==> config.mk <==
export PLATFORM = sky130hd
export DESIGN_NAME = pipe_ctrl
export DESIGN_NICKNAME = d
export VERILOG_FILES = /design/src/rtl/pipe_ctrl.sv
export SDC_FILE = /design/constraint.sdc
export NUM_CORES = 1
export LEC_CHECK = 0
export ABC_AREA = 1
export CORE_AREA = 2 2 244 246
export DETAILED_ROUTE_END_ITERATION = 6
export DIE_AREA = 0 0 246 248
export SLEW_MARGIN = 15
export SYNTH_ARGS = -nofsm -noshare
export SYNTH_HDL_FRONTEND = slang
export SYNTH_SLANG_ARGS = --single-unit
==> constraint.sdc <==
create_clock -name clk -period 3.4 [get_ports clk]
set_input_delay 0.68 -clock clk [delete_from_list [all_inputs] [get_ports clk]]
set_output_delay 0.68 -clock clk [all_outputs]
set_load 0.02 [all_outputs]
==> src/rtl/pipe_ctrl.sv <==
// Generic in-order pipeline controller: per-stage valid/allow handshake, kill,
// operand forwarding with load-use hazard detection, and an occupancy counter.
module pipe_ctrl #(
  parameter int unsigned STAGES = 4,
  parameter int unsigned DW     = 64,
  parameter int unsigned AW     = 5,
  parameter int unsigned VW     = 32
) (
  input  logic                          clk,
  input  logic                          resetn,
  input  logic                          in_valid,
  output logic                          in_allow,
  input  logic [DW-1:0]                 in_data,
  input  logic [AW-1:0]                 in_dest,
  input  logic                          in_wen,
  input  logic [STAGES-1:0]             ready_go,
  input  logic [STAGES-1:0]             kill,
  input  logic [STAGES*VW-1:0]          stage_val,
  input  logic [STAGES-1:0]             stage_val_ok,
  output logic                          out_valid,
  input  logic                          out_allow,
  output logic [DW-1:0]                 out_data,
  output logic [STAGES-1:0]             stage_valid,
  output logic [STAGES*DW-1:0]          stage_data,
  input  logic [AW-1:0]                 src1,
  input  logic [AW-1:0]                 src2,
  input  logic [1:0]                    src_re,
  output logic [1:0]                    fwd_hit,
  output logic [2*VW-1:0]               fwd_data,
  output logic                          hazard_stall,
  output logic [$clog2(STAGES+1)-1:0]   occ
);

  localparam int unsigned OW = $clog2(STAGES + 1);

  logic [STAGES-1:0] valid_q, valid_d;
  logic [STAGES-1:0] wen_q, wen_d;
  logic [DW-1:0]     data_q [STAGES];
  logic [DW-1:0]     data_d [STAGES];
  logic [AW-1:0]     dest_q [STAGES];
  logic [AW-1:0]     dest_d [STAGES];
  logic [OW-1:0]     occ_q, occ_d;

  logic [STAGES:0]   allow;
  logic [STAGES-1:0] pass;
  logic [STAGES-1:0] feed;
  logic [DW-1:0]     feed_data [STAGES];
  logic [AW-1:0]     feed_dest [STAGES];
  logic [STAGES-1:0] feed_wen;

  // allow ripples from the oldest stage back to the youngest
  always_comb begin
    allow         = '0;
    allow[STAGES] = out_allow;
    for (int unsigned i = 0; i < STAGES; i++) begin
      allow[STAGES-1-i] = !valid_q[STAGES-1-i] ||
                          (ready_go[STAGES-1-i] && allow[STAGES-i]);
    end
  end

  assign pass = valid_q & ready_go & ~kill;
  assign feed = {pass[STAGES-2:0], in_valid};

  always_comb begin
    feed_data[0] = in_data;
    feed_dest[0] = in_dest;
    feed_wen[0]  = in_wen;
    for (int unsigned s = 1; s < STAGES; s++) begin
      feed_data[s] = data_q[s-1];
      feed_dest[s] = dest_q[s-1];
      feed_wen[s]  = wen_q[s-1];
    end
  end

  always_comb begin
    valid_d = valid_q;
    wen_d   = wen_q;
    data_d  = data_q;
    dest_d  = dest_q;
    occ_d   = '0;
    for (int unsigned s = 0; s < STAGES; s++) begin
      // a blocked stage still drops its entry when killed
      if (allow[s]) begin
        valid_d[s] = feed[s];
      end else if (kill[s]) begin
        valid_d[s] = 1'b0;
      end
      if (allow[s] && feed[s]) begin
        data_d[s] = feed_data[s];
        dest_d[s] = feed_dest[s];
        wen_d[s]  = feed_wen[s];
      end
    end
    for (int unsigned s = 0; s < STAGES; s++) begin
      occ_d = occ_d + OW'(valid_d[s]);
    end
  end

  always_ff @(posedge clk or negedge resetn) begin
    if (!resetn) begin
      valid_q <= '0;
      wen_q   <= '0;
      occ_q   <= '0;
      for (int unsigned s = 0; s < STAGES; s++) begin
        data_q[s] <= '0;
        dest_q[s] <= '0;
      end
    end else begin
      valid_q <= valid_d;
      wen_q   <= wen_d;
      occ_q   <= occ_d;
      data_q  <= data_d;
      dest_q  <= dest_d;
    end
  end

  assign in_allow    = allow[0];
  assign out_valid   = pass[STAGES-1];
  assign out_data    = data_q[STAGES-1];
  assign stage_valid = valid_q;
  assign occ         = occ_q;

  for (genvar s = 0; s < STAGES; s++) begin : g_flat
    assign stage_data[s*DW +: DW] = data_q[s];
  end

  logic [AW-1:0] src   [2];
  logic [VW-1:0] fwd   [2];
  logic [1:0]    hit, stall, found;

  assign src[0] = src1;
  assign src[1] = src2;

  // youngest matching stage wins; a non-final value there stalls the source
  always_comb begin
    hit    = '0;
    stall  = '0;
    found  = '0;
    fwd[0] = '0;
    fwd[1] = '0;
    for (int unsigned i = 0; i < 2; i++) begin
      for (int unsigned s = 0; s < STAGES; s++) begin
        if (!found[i] && src_re[i] && (src[i] != '0) && valid_q[s] && wen_q[s] &&
            (dest_q[s] == src[i]) && !kill[s]) begin
          found[i] = 1'b1;
          if (stage_val_ok[s]) begin
            hit[i] = 1'b1;
            fwd[i] = stage_val[s*VW +: VW];
          end else begin
            stall[i] = 1'b1;
          end
        end
      end
    end
  end

  assign fwd_hit      = hit;
  assign fwd_data     = {fwd[1], fwd[0]};
  assign hazard_stall = |stall;

endmodule

# Yosys cells after proc, flatten, opt, wreduce, memory -nomap -nowiden
# Cells that the tools add are included.
# totals
out_inout_bits	396
word_cells	162
register_bits	287
inputBits	226
# op_classes
addsub	3
eq_ne	8
n_reduce_logical	75
muxes	59
bitwise_logic	3
# op_table
cell	n
32-bit two-way mux	15
1-bit logical AND	54
1-bit two-way mux	44
5-bit equality test	8
1-bit zero test	14
5-bit nonzero test	2
4-bit AND	2
1-bit logical OR	4
4-bit NOT	1
2-bit by 1-bit adder with 3-bit output	1
3-bit by 1-bit adder with 3-bit output	1
1-bit by 1-bit adder with 2-bit output	1
2-bit OR reduction	1

# Logic depth before layout (Yosys ltp)
# Gate-level depths: netlist of run 1.
# depth
word_depth	32
depth_mapped	16
depth_no_buf	15

# Worst setup path after synthesis of run 1
# OpenSTA, ideal clock, no wires.
# synth_timing
kind	input to register
startpoint	in out_allow
endpoint	reg occ_q[1] (netlist: occ[1])
path_buffers	1
required_ps	3274
setup_ps	126
slack_ps	504
t_arrival_ps	2770
cell_stages	16
cell_sequence	nand2_1 > nand2_1 > nand2_1 > nand2_1 > nand2_1 > nand2_1 > nand2_1 > nand2_1 > nand2_1 > buf_2 > o21ai_0 > inv_1 > fa_1 > inv_1 > ha_1 > ha_1
# synth_via
elab_chain_len	12
elab_cells_between_ends	15
classes_between	3 x add/sub; 4 x mux; 8 x reduce/logical
# synth_rtl
item	line	text
from (decl)	21	input logic out_allow,
1-bit logical AND	57	(ready_go[STAGES-1-i] && allow[STAGES-i]);
1-bit logical OR	56	allow[STAGES-1-i] = !valid_q[STAGES-1-i] ||
1-bit logical AND	57	
1-bit logical OR	56	
1-bit logical AND	57	
1-bit logical OR	56	
1-bit logical AND	57	
1-bit logical OR	56	
via in_allow	12	output logic in_allow,
1-bit two-way mux	83	if (allow[s]) begin
via valid_d[0]	36	logic [STAGES-1:0] valid_q, valid_d;
1-bit by 1-bit adder with 2-bit output	95	occ_d = occ_d + OW'(valid_d[s]);
2-bit by 1-bit adder with 3-bit output	95	
3-bit by 1-bit adder with 3-bit output	95	
via occ_d[1]	42	logic [OW-1:0] occ_q, occ_d;
to (signal assigned)	103	occ_q <= '0;
to (signal assigned)	111	occ_q <= occ_d;
to (decl)	42	
# The timed path passes the listed nets, and every way through them passes these cells.
# A chain may end at the register's enable or synchronous reset.

# Worst setup path after layout of run 1
# layout_timing
startpoint	in src_re[0]
endpoint	out fwd_data[19]
# layout_via
elab_chain_len	30
elab_cells_between_ends	36
classes_between	10 x mux; 26 x reduce/logical
# layout_rtl
item	line	text
from (decl)	27	input logic [1:0] src_re,
1-bit logical AND (4 in series)	143	if (!found[i] && src_re[i] && (src[i] != '0) && valid_q[s] && wen_q[s] &&
1-bit logical AND	144	(dest_q[s] == src[i]) && !kill[s]) begin
1-bit two-way mux	143	
1-bit zero test	143	
1-bit logical AND (5 in series)	143	
1-bit logical AND	144	
1-bit two-way mux	143	
1-bit zero test	143	
1-bit logical AND (5 in series)	143	
1-bit logical AND	144	
1-bit two-way mux	143	
1-bit zero test	143	
1-bit logical AND (5 in series)	143	
1-bit logical AND	144	
32-bit two-way mux *	143	
to (decl)	29	output logic [2*VW-1:0] fwd_data,
# Mark *: on every way between the ends. The rest lies on a longest branch, timed or not.

==> results of run 1 <==
[worst paths after layout]
check / start / end / depth (start not counted)
setup / recovery: src_re[0] / fwd_data[19] / 14
hold / removal: resetn / stage_data[53] / 1
setup reg to reg: stage_valid[3] / occ[1] / 14
hold reg to reg: wen_q[3] / wen_q[3] / 1
max in group asynchronous: resetn / stage_data[38] / 2
min in group clk: kill[1] / stage_valid[1] / 2
[routing by layer]
layer / vias up / part of all wire [%] / global-route usage, %
met5: - / 0.060 / 0
met4: 8 / 2.3 / 6.435
met3: 100 / 7.2 / 5.028
met2: 640 / 49 / 36.86
met1: 7662 / 42 / 28.43
li1: 7668 / - / -
[power by group]
group,total (mW),switching (mW),internal (mW)
clock network,3.61,1.51,2.10
registers,5.27,0.863,4.41
logic,6.17,3.38,2.79
[final cells by class]
type,count,share of cell area (%)
Inverter,311,4.858
Timing Repair Buffer,756,31.30
Antenna cell,6,0.06234
Clock buffer,54,4.307
Sequential cell,287,29.83
Tap cell,773,4.016
Multi-Input combinational cell,1309,25.42
Clock inverter,6,0.2130
[cells by family after synthesis]
kind of cell | share of synthesized area (%)
mux | 0.1473
flops | 46.97
buf+inv | 14.36
fa+ha+maj | 0.2946
compound gates | 11.11
simple gates | 26.65
xor+xnor | 0.4583
[timing repair]
action,4_1_cts,5_1_grt
setup endpoints to repair,67,66
gates cloned,4,0
pin swaps,8,14
buffers inserted,3,9
gates resized for setup,264,84
[sequential cells by signal, indices dropped and copies added, names as in the netlist]
name and flops:
stage_valid 4, out_data 64, dest_q 20, stage_data 192
wen_q 4, occ 3
[worst reg2reg max path: cells and delay by family (launching register included)]
family	cells	cell delay, ns
AOI/OAI and AO/OA	1	0.36
adders and majority gates	3	1.00
buffers and inverters	3	0.30
DFF	1	0.35
and+or+nand+nor	7	0.56
[metrics by stage]
step                      setup TNS (ns)  hold WS [ns]  util (%)  instance area [µm²]
after global routing           -0.005686        0.1769     41.19                24080
after global placement            -38.38        0.4906     38.92                22760
after CTS                              0        0.1511     41.08                24020
final                                  0        0.1424     41.19                24080
after detailed placement          -38.30        0.4956     38.92                22760
after floorplan                        0        0.3844         -                15290
[placed cells by master (no fill, tap or decap), types with 9 or more instances in the layout]
master,count
nor2_4,12
nor2_1,201
clkdlybuf4s15_2,9
clkbuf_16,35
clkdlybuf4s50_1,537
clkbuf_8,9
o21ai_0,156
o21ai_1,19
nand3b_1,13
buf_2,43
nand3_1,93
inv_1,286
buf_12,37
inv_2,23
dfrtp_1,285
a21oi_2,11
a21oi_1,152
nor2_2,10
nand2_1,530
or2_0,10
clkbuf_1,10
buf_4,101
clkbuf_2,10
nand4_1,62
==> impl_metrics.toml, run 1 <==
[run_status]
outcome = "complete, no violations"

[yosys]
syn-num-nets = 2316
synth_warnings = 0
synth_cell_type_count = 31
synthMostInstantiatedCell = "nand2_1"
syn_area_um2 = 15290
synth_edf_count = 0
synthTopCellsByArea = "dfrtp_1 47%, nand2_1 13%, inv_1 7.3%"
synth_top_area_cell = "dfrtp_1"
synth.top_cell.area_share_pct = 46.97
async_reset_ff_share_pct = 100.0
synth_flop_cell = "dfrtp_1"
synthTopCellsByCount = "539 x nand2_1, 299 x inv_1, 287 x dfrtp_1, 211 x nor2_1, 163 x a21oi_1"
synth_seq_cells = 287
ys_seq_area_share_pct = 46.97
syn_inst = 2087
postSynthAreaPerCell_um2 = 7.326

[critical_path]
worst-path-max-fanout = 13
slowest_delay_ns = 0.51
crit_path_top_delay_cell = "clkdlybuf4s50_1"
cp_data_required_time_ns = 2.72
worst-path-buf-inv = 8
crit_path_cell_trace = "clkdlybuf4s50_1 -> nand2_1 -> inv_1 -> nand2_2 -> nor2_4 -> nand3_4 -> buf_6 -> buf_16 -> buf_6 -> nand2_2 -> inv_1 -> a21oi_2 -> buf_4 -> buf_12"
startpoint_type = "input pin"
r2r_setup_slack_ns = 0.70
path_class = "input pin to output port"
worst_ep_arrival_time_ns = 2.64
endpoint_kind = "output port"
critPathTopFamily = "buffers and inverters"

[timing]
layout_setup_ws_ns = 0.08186
final-setup-viol-count = 0
worst_pin_slew_ns = 0.6519
final_hold_viol_count = 0
fmax_mhz = 301.4
maxSlewViolCount = 0
min_period_ns = 3.318
period_share_pct = 97.59
slew_headroom_pct = 56.54
clock_skew_ns = 0.01619

[route]
drc = 0
drt_iter0_drc = 1245
vias = 16078
vias_per_cell = 4.591
ant_nets = 0
avgRoutedWirePerCell_um = 20.00
wirelength_um = 70030
drt_first_pass_iters = 5

[pwr]
powerDensity_nw_per_um2 = 624.8
p_leak_nw = 12.20
finalPower_mw = 15.05
peakVddDrop_v = 0.0004717

[placement]
dp_cells = 3420
dpl.hpwl_um = 52970
io_buffers = 621
gp_congestion = 0.9188
dp_slack_ns = -0.7715

[cts]
clk-insertion-delay-late_ns = 0.54
cts_made_buffers = 35
cts.sinks = 287
cts.path.max_buffers = 3
clk_pin_slew_ns = 0.05
htreeDepth = 2
cts_tree = "built"
holdBufCountCts = 0
cts_root_buffer = "clkbuf_16"

[finish]
fillCellCount = 5959
area_growth_pct = 57.51
drive_above_1_share_pct = 12.74
multi_input_area_um2 = 6121
regArea_um2 = 7184
num-nets-final = 2929
fin_cells = 3502

[floorplan]
initial_core_util_pct = 26.15
boundaryPins = 622
die_x_um = 246
die_h_um = 248
rows = 89
die_area_um2 = 61010
core_um2 = 58460

[grt]
grt_pass1_vias = 15544
grt_pass1_wl_um = 101500
overflow = 0
grt_util_all_layers_pct = 22.07
antenna_found_initial = 11
grt_max_degree = 140

[flow_run]
cap_violations = 0

[hold_path]
min_path_type = "input pin to asynchronous set/reset pin"
Power figures use the tool's default switching activity.
==> run 2: changes to the inputs <==
- CORE_AREA: 2 2 244 246 -> 2 2 240 242
- DIE_AREA: 0 0 246 248 -> 0 0 242 244
==> impl_metrics.toml, run 2 (same netlist as run 1, synthesis figures left out) <==
[floorplan]
initial_core_util_pct = 27.22
die_x_um = 242
core_um2 = 56170
die_h_um = 244
rows = 87
boundaryPins = 622
die_area_um2 = 59050

[finish]
num-nets-final = 2960
mostFrequentLayoutCells = "537 x clkdlybuf4s50_1, 521 x nand2_1, 286 x dfrtp_1"
final_core_util_pct = 43.56
fin_cells = 3516
final_common_cell = "clkdlybuf4s50_1"
area_growth_pct = 60.04
largest_reg_flops = 192
drive_above_1_share_pct = 14.42
fillCellCount = 5818

[critical_path]
r2r_setup_slack_ns = 0.67
startpoint_type = "input pin"
slowest_delay_ns = 0.25
crit_path_cell_trace = "dlygate4sd2_1 -> buf_6 -> nand2_1 -> nand2_2 -> nor2_4 -> nand3_2 -> buf_6 -> nor2_4 -> buf_12 -> buf_12 -> bufbuf_16 -> nand3_1 -> nand3_1 -> nand2_1 -> nand2_1 -> buf_4"
endpoint_kind = "output port"
worst-path-buf-inv = 7
rr_endpoint = "occ[1]"
path_class = "input pin to output port"
timing.rr.start = "stage_valid[3]"
reg2reg_depth = 16
cp_common_cell = "nand2_1"
cp.depth = 16
cp_data_required_time_ns = 2.72
crit_path_top_delay_cell = "bufbuf_16"
worst-path-max-fanout = 6
critPathTopFamily = "buffers and inverters"
worst_ep_arrival_time_ns = 2.64

[cts]
htreeDepth = 2
cts_tree = "built"
holdBufCountCts = 0
cts_root_buffer = "clkbuf_16"
cts.sinks = 287
clk_pin_slew_ns = 0.05
clk-insertion-delay-late_ns = 0.53
cts_made_buffers = 35
cts.path.max_buffers = 3

[flow_run]
cap_violations = 0

[placement]
dp_slack_ns = -0.7227
dpl.hpwl_um = 54510
io_buffers = 621
gp_congestion = 0.9549
dp_cells = 3418

[timing]
final_hold_viol_count = 0
final-setup-viol-count = 0
slew_headroom_pct = 38.05
worst_pin_slew_ns = 0.9293
rsz0062_at_grt = "true"
maxSlewViolCount = 0
period_share_pct = 97.77
layout_setup_ws_ns = 0.07596
fmax_mhz = 300.8
finalSetupTns_ns = 0
min_period_ns = 3.324
clock_skew_ns = 0.01849

[route]
drt_first_pass_iters = 6
drc = 0
ant_nets = 0
avgRoutedWirePerCell_um = 20.27
drt_iter0_drc = 972
vias_per_cell = 4.603
vias = 16184
wirelength_um = 71270

[grt]
antenna_found_initial = 8
overflow = 0
grt_pass1_vias = 15794
grt_max_degree = 140
grt_pass1_wl_um = 104000
grt_util_all_layers_pct = 22.98

[pwr]
p_leak_nw = 12.39
peakVddDrop_v = 0.0004557
powerDensity_nw_per_um2 = 623.6

[hold_path]
min_path_type = "input pin to asynchronous set/reset pin"

[run_status]
outcome = "complete, no violations"
==> run 2: how the worst max path moves through the flow <==
stage / from / end / slack, ns
final: src1[0] / fwd_data[30] / 0.08
after global routing: src1[0] / fwd_data[31] / -0.01
after CTS: kill[1] / fwd_data[21] / -0.03
after detailed placement: src1[4] / fwd_data[5] / -0.72
after global placement: src2[4] / fwd_data[56] / -0.74
after floorplan: out_allow / occ[1] / 0.50
==> run 2: metrics by stage <==
| stage | hold WS [ns] | power, mW | instance area, µm² |
|---|---|---|---|
| after global placement | 0.4933 | 11.40 | 22770 |
| after CTS | 0.1739 | 15.34 | 24050 |
| final | 0.1506 | 15.26 | 24470 |
| after floorplan | 0.3844 | 8.121 | 15290 |
| after global routing | 0.1921 | 16.00 | 24470 |
| after detailed placement | 0.4993 | 11.47 | 22770 |
==> run 2: routing by layer <==
| layer | routed length [µm] | track usage (%) | vias up | part of all wire (%) |
|---|---|---|---|---|
| li1 | - | - | 7750 | - |
| met1 | 30020 | 29.62 | 7740 | 42 |
| met2 | 34610 | 39.00 | 596 | 49 |
| met3 | 4879 | 5.059 | 94 | 6.8 |
| met4 | 1731 | 5.882 | 4 | 2.4 |
| met5 | 29 | 0 | - | 0.041 |
==> run 2: what timing repair did <==
action	CTS	global route
cloned	3	8
buffers inserted	5	16
endpoints found under the setup margin	65	65
gates resized for setup	286	115
endpoints found under the hold margin	0	0
pin swaps	15	31
==> run 2: layout make-up <==
class | instances | area (µm²) | share of cell area (%)
Timing Repair Buffer | 787 | 7836 | 32.02
Sequential cell | 287 | 7183 | 29.36
Multi-Input combinational cell | 1309 | 6172 | 25.22
Inverter | 311 | 1172 | 4.791
Clock buffer | 51 | 1026 | 4.193
Tap cell | 756 | 945.9 | 3.866
Clock inverter | 9 | 118.9 | 0.4858
Antenna cell | 6 | 15.01 | 0.06136
==> run 2: report_power, final <==
group / switching (mW) / leakage, nW / total [mW] / internal, mW
Combinational: 3.39 / 8.44 / 6.22 / 2.83
Sequential: 0.894 / 3.40 / 5.30 / 4.40
Clock: 1.49 / 0.559 / 3.74 / 2.25
